===== config.mk =====
export PLATFORM = sky130hd
export DESIGN_NAME = controlador_buffer_rolhas_param
export DESIGN_NICKNAME = d
export VERILOG_FILES = /design/src/rtl/controlador_buffer_rolhas_param_pkg.sv /design/src/rtl/controlador_buffer_rolhas_param_contador.sv /design/src/rtl/controlador_buffer_rolhas_param.sv
export SDC_FILE = /design/constraint.sdc
export NUM_CORES = 1
export LEC_CHECK = 0
export ABC_AREA = 1
export CAP_MARGIN = 20
export CORE_MARGIN = 5
export CORE_UTILIZATION = 33
export CTS_BUF_LIST = sky130_fd_sc_hd__clkbuf_2
export DETAILED_ROUTE_END_ITERATION = 8
export SYNTH_ARGS = -nofsm -noshare
export SYNTH_HDL_FRONTEND = slang
export SYNTH_SLANG_ARGS = --single-unit
export TNS_END_PERCENT = 1

===== constraint.sdc =====
create_clock -name clk -period 2.1 [get_ports clk]
set_input_delay 0.315 -clock clk [delete_from_list [all_inputs] [get_ports clk]]
set_output_delay 0.315 -clock clk [all_outputs]
set_load 0.01 [all_outputs]

===== src/rtl/controlador_buffer_rolhas_param_pkg.sv =====
// Shared types and helpers for the two-level cork buffer controller:
// FSM state encoding, count-width helpers and the parameter sanity check.
package pkg_rolhas;

    typedef enum logic [1:0] {
        IDLE = 2'd0,
        XFER = 2'd1,
        LOAD = 2'd2
    } state_t;

    function automatic int calc_rw(input int res_max);
        return $clog2(res_max + 1);
    endfunction

    function automatic int calc_fw(input int feed_max);
        return $clog2(feed_max + 1);
    endfunction

    // A batch must fit in the feeder on top of the low threshold, or the feeder could overflow.
    function automatic bit params_ok(input int res_max, input int res_init,
                                     input int feed_max, input int feed_min,
                                     input int xfer_qty);
        return (xfer_qty > 0) && (feed_min >= 0) &&
               (feed_min + xfer_qty <= feed_max) && (res_init <= res_max);
    endfunction

endpackage


===== src/rtl/controlador_buffer_rolhas_param_contador.sv =====
// Width-parametrised up/down counter with synchronous load and saturation at 0 and MAX.
// Simultaneous up and down cancel out and leave the count unchanged.
module contador_updown_sat #(
    parameter int W    = 8,
    parameter int MAX  = 255,
    parameter int INIT = 0
) (
    input  logic         clk,
    input  logic         rst,
    input  logic         i_load,
    input  logic [W-1:0] i_load_val,
    input  logic         i_up,
    input  logic         i_down,
    output logic [W-1:0] o_count
);

    logic [W-1:0] r_count;

    // NOTE: registered state uses non-blocking assignments so every flop samples pre-edge values.
    always_ff @(posedge clk) begin
        if (rst) begin
            r_count <= W'(INIT);
        end else if (i_load) begin
            r_count <= (i_load_val > W'(MAX)) ? W'(MAX) : i_load_val;
        end else if (i_up && !i_down) begin
            if (r_count != W'(MAX)) r_count <= r_count + W'(1);
        end else if (i_down && !i_up) begin
            if (r_count != '0) r_count <= r_count - W'(1);
        end
    end

    assign o_count = r_count;

endmodule


===== src/rtl/controlador_buffer_rolhas_param.sv =====
// Two-level cork stock controller: operator-loaded reservoir feeding the sealing-station
// feeder in fixed batches whenever the feeder runs low.
module controlador_buffer_rolhas_param
    import pkg_rolhas::*;
#(
    parameter int  RES_MAX  = 99,
    parameter int  RES_INIT = 20,
    parameter int  FEED_MAX = 31,
    parameter int  FEED_MIN = 5,
    parameter int  XFER_QTY = 20,
    parameter int  QTY_W    = 7,
    localparam int RW       = calc_rw(RES_MAX),
    localparam int FW       = calc_fw(FEED_MAX)
) (
    input  logic             clk,
    input  logic             rst,
    input  logic             op_load_valid,
    input  logic [QTY_W-1:0] op_load_qty,
    output logic             op_load_accept,
    output logic             op_load_reject,
    input  logic             consume,
    output logic             consume_err,
    output logic [RW-1:0]    res_count,
    output logic [FW-1:0]    feed_count,
    output logic             feeder_empty,
    output logic             feeder_low,
    output logic             res_low,
    output logic             xfer_busy,
    output logic [1:0]       state
);

    localparam int SUM_W     = ((RW > QTY_W) ? RW : QTY_W) + 1;
    localparam int BW        = $clog2(XFER_QTY + 1);
    localparam bit PARAMS_OK = params_ok(RES_MAX, RES_INIT, FEED_MAX, FEED_MIN, XFER_QTY);

    state_t           r_state;
    state_t           w_next_state;
    logic [BW-1:0]    r_batch;
    logic             r_accept;
    logic             r_reject;
    logic             r_consume_err;
    logic             w_move;
    logic             w_in_load;
    logic             w_load_ok;
    logic             w_xfer_go;
    logic [SUM_W-1:0] w_sum;

    assign w_move    = (r_state == XFER);
    assign w_in_load = (r_state == LOAD);

    // One extra bit on the sum so an oversized load is rejected instead of wrapping.
    assign w_sum     = SUM_W'(res_count) + SUM_W'(op_load_qty);
    assign w_load_ok = (op_load_qty != '0) && (w_sum <= SUM_W'(RES_MAX));

    assign feeder_empty = (feed_count == '0);
    assign feeder_low   = (feed_count <= FW'(FEED_MIN));
    assign res_low      = (res_count < RW'(XFER_QTY));
    assign w_xfer_go    = feeder_low && !res_low;

    always_ff @(posedge clk) begin
        if (rst) r_state <= IDLE;
        else     r_state <= w_next_state;
    end

    // NOTE: default assigned first so every path drives w_next_state and no latch is inferred.
    always_comb begin
        w_next_state = r_state;
        case (r_state)
            IDLE: begin
                if (w_xfer_go)          w_next_state = XFER;
                else if (op_load_valid) w_next_state = LOAD;
            end
            XFER: begin
                if (r_batch == BW'(XFER_QTY - 1)) w_next_state = IDLE;
            end
            LOAD:    w_next_state = IDLE;
            default: w_next_state = IDLE;
        endcase
    end

    // Batch counter is held clear outside XFER so each batch starts from zero.
    always_ff @(posedge clk) begin
        if (rst)                  r_batch <= '0;
        else if (r_state == IDLE) r_batch <= '0;
        else if (w_move)          r_batch <= r_batch + BW'(1);
    end

    // A consume that coincides with a transfer move is covered by the incoming cork.
    always_ff @(posedge clk) begin
        if (rst) begin
            r_accept      <= 1'b0;
            r_reject      <= 1'b0;
            r_consume_err <= 1'b0;
        end else begin
            r_accept      <= w_in_load && w_load_ok;
            r_reject      <= w_in_load && !w_load_ok;
            r_consume_err <= consume && feeder_empty && !w_move;
        end
    end

    contador_updown_sat #(
        .W    (RW),
        .MAX  (RES_MAX),
        .INIT (RES_INIT)
    ) u_res (
        .clk        (clk),
        .rst        (rst),
        .i_load     (w_in_load && w_load_ok),
        .i_load_val (w_sum[RW-1:0]),
        .i_up       (1'b0),
        .i_down     (w_move),
        .o_count    (res_count)
    );

    contador_updown_sat #(
        .W    (FW),
        .MAX  (FEED_MAX),
        .INIT (0)
    ) u_feed (
        .clk        (clk),
        .rst        (rst),
        .i_load     (1'b0),
        .i_load_val ('0),
        .i_up       (w_move),
        .i_down     (consume),
        .o_count    (feed_count)
    );

    assign op_load_accept = r_accept;
    assign op_load_reject = r_reject;
    assign consume_err    = r_consume_err;
    assign xfer_busy      = w_move;
    assign state          = r_state;

    always_ff @(posedge clk) begin
        if (!rst) begin
            assert (PARAMS_OK);
            assert (int'(feed_count) <= FEED_MAX);
            assert (int'(res_count) <= RES_MAX);
        end
    end

endmodule


==> results.cfg, run 1 <==
[layout]
final_nets = 324
mostFrequentLayoutCell = nand2_1
drive_gt1_share_pct = 20.5
diodes = 0
final_cell_mix = nand2_1 (53), buf_4 (31), inv_1 (29)
fin_util_pct = 48.7
syn_to_final_growth_pct = 41.7

[worst_setup_path]
cpMaxStageDelayCell = dfxtp_2
crit_type = reg2reg
cp.arrival_ns = 2.30
cpPeakStageDelay_ns = 0.37
crit_chain = ha_2 -> fa_2 -> nand2_1 -> nand2_1 -> nand3_1 -> nand2_1 -> nand2_1 -> nand2_2 -> nand3_4 -> nand3_4 -> buf_4 -> nor2_4 -> nand2_1 -> nand2_1
start_kind = register
cpMostUsedCell = nand2_1
crit_path_max_fanout = 8
end_kind = register
crit_required_ns = 2.41

[power_and_ir_drop]
p_int_mw = 1.90
vdd_ir_drop_max_v = 0.000641
p_total_mw = 3.47
clock_power_share_pct = 8.6
switching_share_pct = 45.1
power_frac_comb_pct = 70.8
p_seq_share_pct = 20.6
power_leakage_nw = 1.12
p_switching_mw = 1.56
power_density_nw_per_um2 = 1490

[drt]
via_count = 1665
ant_nets = 0
drtIter0Drc = 84
dr.pass1.iters = 4
avgViaCountPerCell = 4.56
wirelength_mm = 4.11
route.detailed.drc = 0
avgRoutedWirePerCell_um = 11.3

[clock_network]
clk_pin_slew_ns = 0.23
clock_latency_ns = 0.34
cts_max_level = 1
clock-sinks = 22
cts_buffer_depth = 2
cts_tree = yes
cts_buffers = 3
clockRootBuffer = clkbuf_2

[sta]
timing.slew.headroom_pct = 58.8
tightestPinTransition_ns = 0.612
tns_ns = 0
hold_violations = 0
timing.final.crit_share_pct = 94.7
max_freq_mhz = 503
rsz0062_at_grt = yes
finalMaxSlewViolations = 0
final-setup-viol-count = 0
setup_slack_ns = 0.111
hold-worst-slack_ns = 0.369
fin_skew_ns = 0.0245
fin_crit_ns = 1.99

[job]
maxCapViolCount = 0

[global_route]
use_met2_pct = 21.8
grt_pass1_vias = 1566
grt.overflow.total = 0
busiest_layer = met2
grt_max_degree = 16
grt_pass1_wl_mm = 7.13
antenna_found_initial = 0
met1_usage_pct = 18.8
grt_usage_pct = 13.6
use_met3_pct = 3.25

[placed_design]
place_hpwl_mm = 3.29
pre_cts_slack_ns = -0.465
place.port_buffers = 31
place_congestion = 0.821

[synth]
netlist_instances = 233
synthesis.nets = 258
syn_area_um2 = 1640
avgSynthCellArea_um2 = 7.05
yosys_warnings = 0
ys_types = 31
ys_seq_area_share_pct = 26.8
synth-seq-cells = 22

[floorplanning]
fp.dieH_um = 80.6
die_w_um = 80.6
start_util_pct = 34.3
rows = 25
ios = 32
dieArea_um2 = 6490
core_region_area_um2 = 4790

[run_status]
status = finished, final reports clean

[min_path]
worstHoldPathType = in2reg
-- flip-flops by register name, summed over array words and instances, names as in the netlist --
register	count
u_res.o_count	7
r_batch	5
u_feed.o_count	5
state	2
consume_err	1
op_load_accept	1
op_load_reject	1
-- synth_stat cells --
library cell  instances  area (µm²)
nor4b_1               1        8.76
nor3_1                2        10.0
nor2_4                1        11.3
nand2_1              55         206
nand3b_1              2        15.0
a21boi_0              1        7.51
inv_1                29         109
nor3b_1               1        7.51
a21oi_4               2        32.5
xor2_1                6        52.6
buf_4                 1        7.51
o21a_1                1        7.51
o21ai_0               9        45.0
fa_1                  2        40.0
o21ai_1               1        5.00
nor2_1               27         101
nor2_2                1        6.26
and3_1                1        6.26
a31oi_1               1        6.26
a21oi_1              10        50.1
nand3_4               3        52.6
nand4_1               6        37.5
nand2_2               8        50.1
ha_1                 12         150
xnor2_1               4        35.0
a31o_2                1        8.76
nor4_1                2        12.5
nand3_2               1        10.0
dfxtp_1              22         440
buf_8                 1        15.0
nand3_1              19        95.1
-- power groups by stage --
stage	clock network [mW]	logic, mW	registers [mW]
6_report	0.299	2.45	0.714
3_3_place_gp	0	2.43	0.715
3_5_place_dp	0	2.44	0.709
5_1_grt	0.332	2.78	0.741
4_1_cts	0.312	2.44	0.708
2_1_floorplan	0	1.39	0.757
-- layer usage --
metal | up-vias | part of all wire, % | routed length [µm]
met5 | - | 0 | 0
met4 | 0 | 0.61 | 25
met3 | 2 | 3.5 | 144
met2 | 31 | 46 | 1890
met1 | 738 | 50 | 2050
li1 | 894 | - | -
-- metrics by stage --
| stage | instances | cell area (µm²) |
|---|---|---|
| floorplan | 233 | 1640 |
| global placement | 359 | 2240 |
| detailed placement | 359 | 2240 |
| CTS | 363 | 2290 |
| global route | 365 | 2330 |
| finish | 365 | 2330 |
-- cell families (layout without fill, tap and decap cells) --
kind of cell             after synthesis  in the layout  synth area share (%)
AO/OA/AOI/OAI                         26             26                  9.90
AND/OR/NAND/NOR                      130            131                  38.4
flip-flops                            22             22                  26.8
buffers and inverters                 31             95                  8.00
adder cells (fa/ha/maj)               14             14                  11.6
XOR/XNOR                              10             10                  5.33
-- path summary, 6_finish.rpt --
check | from | end | slack [ns] | cells after the start
setup / recovery | u_res.o_count[0] | u_res.o_count[0] | 0.11 | 14
hold / removal | op_load_qty[0] | u_res.o_count[0] | 0.37 | 4
setup reg to reg | u_res.o_count[0] | u_res.o_count[0] | 0.11 | 14
hold reg to reg | r_batch[1] | r_batch[1] | 0.51 | 2
-- worst max-delay path, delay by kind of cell (launching register included) --
kind | cells | cell delay [ns]
fa+ha+maj | 2 | 0.52
buf+inv | 1 | 0.18
flops | 1 | 0.37
simple gates | 11 | 0.88
-- what timing repair did --
item / in CTS / in global routing
gates resized for setup: 8 / 6
pin swaps: 0 / 1
buffers inserted: 0 / 1
cloned: 0 / 1
hold buffers: 0 / 0
endpoints found under the setup margin: 9 / 10
hold endpoints to repair: 0 / 0
-- area by class of cell --
class | instances | area (µm²)
well taps | 67 | 83.8
fillers | 476 | 2460
repair buffers | 62 | 546
clock buffers | 3 | 15.0
multi-input cells | 181 | 1100
inverters | 29 | 109
clock inverters | 1 | 30.0
flip-flops and latches | 22 | 447
No activity file was read; power rests on OpenSTA's default activity.
==> run 2, diff against run 1 <==
CORE_ASPECT_RATIO = 0.7   (was not set)
==> run 2 against run 1 <==
Register-to-register slack hardly changed. Power is 2.3% lower. Sequential share of layout area is 0.48 points higher. Highest routed layer is now met3. Global-route usage hardly changed. Clock power is 42% lower. Largest power group unchanged. Largest cell class unchanged. Fmax is 0.20% lower. Non-clock buffer count is 6 lower. Critical path depth stayed put.
==> results.cfg, run 2 (synthesized netlist as in run 1, its figures left out) <==
[run_status]
status = finished, final reports clean

[drt]
dr.pass1.iters = 4
avgViaCountPerCell = 4.44
wirelength_mm = 4.28
drtIter0Drc = 84
wl_met3_um = 159
via_count = 1603
dr.max_layer_used = met3
route.detailed.drc = 0
met2_length_mm = 1.67
wl_met1_mm = 2.46
avgRoutedWirePerCell_um = 11.9
ant_nets = 0

[sta]
tns_ns = 0
max_freq_mhz = 502
fin_crit_ns = 1.99
final-setup-viol-count = 0
fin_skew_ns = 0.00403
timing.final.crit_share_pct = 94.9
hold_violations = 0
finalMaxSlewViolations = 0
timing.slew.headroom_pct = 60.3
rsz0062_at_grt = yes
tightestPinTransition_ns = 0.589

[floorplanning]
die_w_um = 94.3
ios = 32
rows = 21
start_util_pct = 34.2
core_region_area_um2 = 4810
dieArea_um2 = 6510
fp.dieH_um = 69.0

[placed_design]
place.port_buffers = 31
place_hpwl_mm = 3.44
place_congestion = 0.838

[layout]
fin_util_pct = 47.5
mostFrequentLayoutCell = nand2_1
largest_reg_flops = 7
final_nets = 318
diodes = 0
drive_gt1_share_pct = 19.5
syn_to_final_growth_pct = 39.1
final_cell_mix = nand2_1 (55), inv_1 (29), clkdlybuf4s50_1 (27)

[power_and_ir_drop]
power_density_nw_per_um2 = 1480
vdd_ir_drop_max_v = 0.000456
power_leakage_nw = 1.10

[worst_setup_path]
cpMostUsedCell = nand2_1
cpMaxStageDelayCell = dfxtp_2
crit_type = reg2reg
crit_required_ns = 2.36
start_kind = register
end_kind = register
cpPeakStageDelay_ns = 0.37
crit_path_max_fanout = 8
cp.arrival_ns = 2.25
crit_chain = ha_2 -> fa_2 -> nand2_1 -> nand2_1 -> nand2_1 -> nand2_1 -> nand2_1 -> nand3_4 -> nand3_4 -> nand3_4 -> nand2_1 -> inv_1 -> nor2_1 -> nor2_1

[clock_network]
clockRootBuffer = clkbuf_2
clk_pin_slew_ns = 0.21
clock-sinks = 22
cts_tree = yes
cts_max_level = 1
cts_buffers = 3
postCtsSetupRepairBufs = 0
clock_latency_ns = 0.33
cts_buffer_depth = 2

[min_path]
worstHoldPathType = in2reg

[global_route]
grt.overflow.total = 0
antenna_found_initial = 0
grt_pass1_vias = 1494
grt_usage_pct = 13.6
grt_max_degree = 15
grt_pass1_wl_mm = 7.23

[job]
maxCapViolCount = 0
run 2: worst paths after layout:
kind / cells past startpoint / to / slack, ns / from
setup / recovery: 14 / u_res.o_count[5] / 0.11 / u_res.o_count[0]
hold / removal: 4 / u_res.o_count[0] / 0.38 / op_load_qty[0]
setup reg to reg: 14 / u_res.o_count[5] / 0.11 / u_res.o_count[0]
hold reg to reg: 2 / r_batch[1] / 0.51 / r_batch[1]
run 2: area by class of cell:
cell class	instances	area, µm²
multi-input cells	181	1100
repair buffers	56	517
well taps	69	86.3
fillers	498	2520
clock buffers	3	15.0
clock inverters	1	3.75
inverters	29	109
flip-flops and latches	22	449
run 2: power by group:
group	total, mW	internal (mW)	leakage (nW)	switching [mW]
Combinational	2.47	1.18	0.907	1.29
Clock	0.174	0.0414	0.0140	0.132
Sequential	0.746	0.560	0.182	0.185
Total	3.39	1.78	1.10	1.61
run 2: metrics by stage:
stage / total power, mW / cells / cell area, µm² / worst slack (ns) / hold slack (ns)
after floorplan: 2.14 / 233 / 1640 / 0.0936 / 0.384
after global placement: 3.13 / 356 / 2220 / -0.399 / 0.473
after detailed placement: 3.14 / 356 / 2220 / -0.464 / 0.482
after CTS: 3.35 / 361 / 2250 / 0.00654 / 0.507
after global routing: 3.72 / 361 / 2280 / -0.0496 / 0.375
final: 3.39 / 361 / 2280 / 0.107 / 0.378
run 2: metal layers:
metal  vias up  track usage, %
met5         -               0
met4         0           0.962
met3         0            3.26
met2        15            18.8
met1       700            21.6
li1        888               -
run 2: repair_timing:
| item | 4_1_cts | 5_1_grt |
|---|---|---|
| endpoints found under the setup margin | 7 | 10 |
| hold endpoints to repair | 0 | 0 |
| cloned | 1 | 0 |
| pin swaps | 1 | 2 |
| gates resized for setup | 5 | 14 |
| hold buffers | 0 | 0 |
run 2: worst max-delay path: cells and delay by family, from the launching register on:
family,cells,cell delay (ns)
simple gates,11,0.95
flops,1,0.37
buf+inv,1,0.07
fa+ha+maj,2,0.54
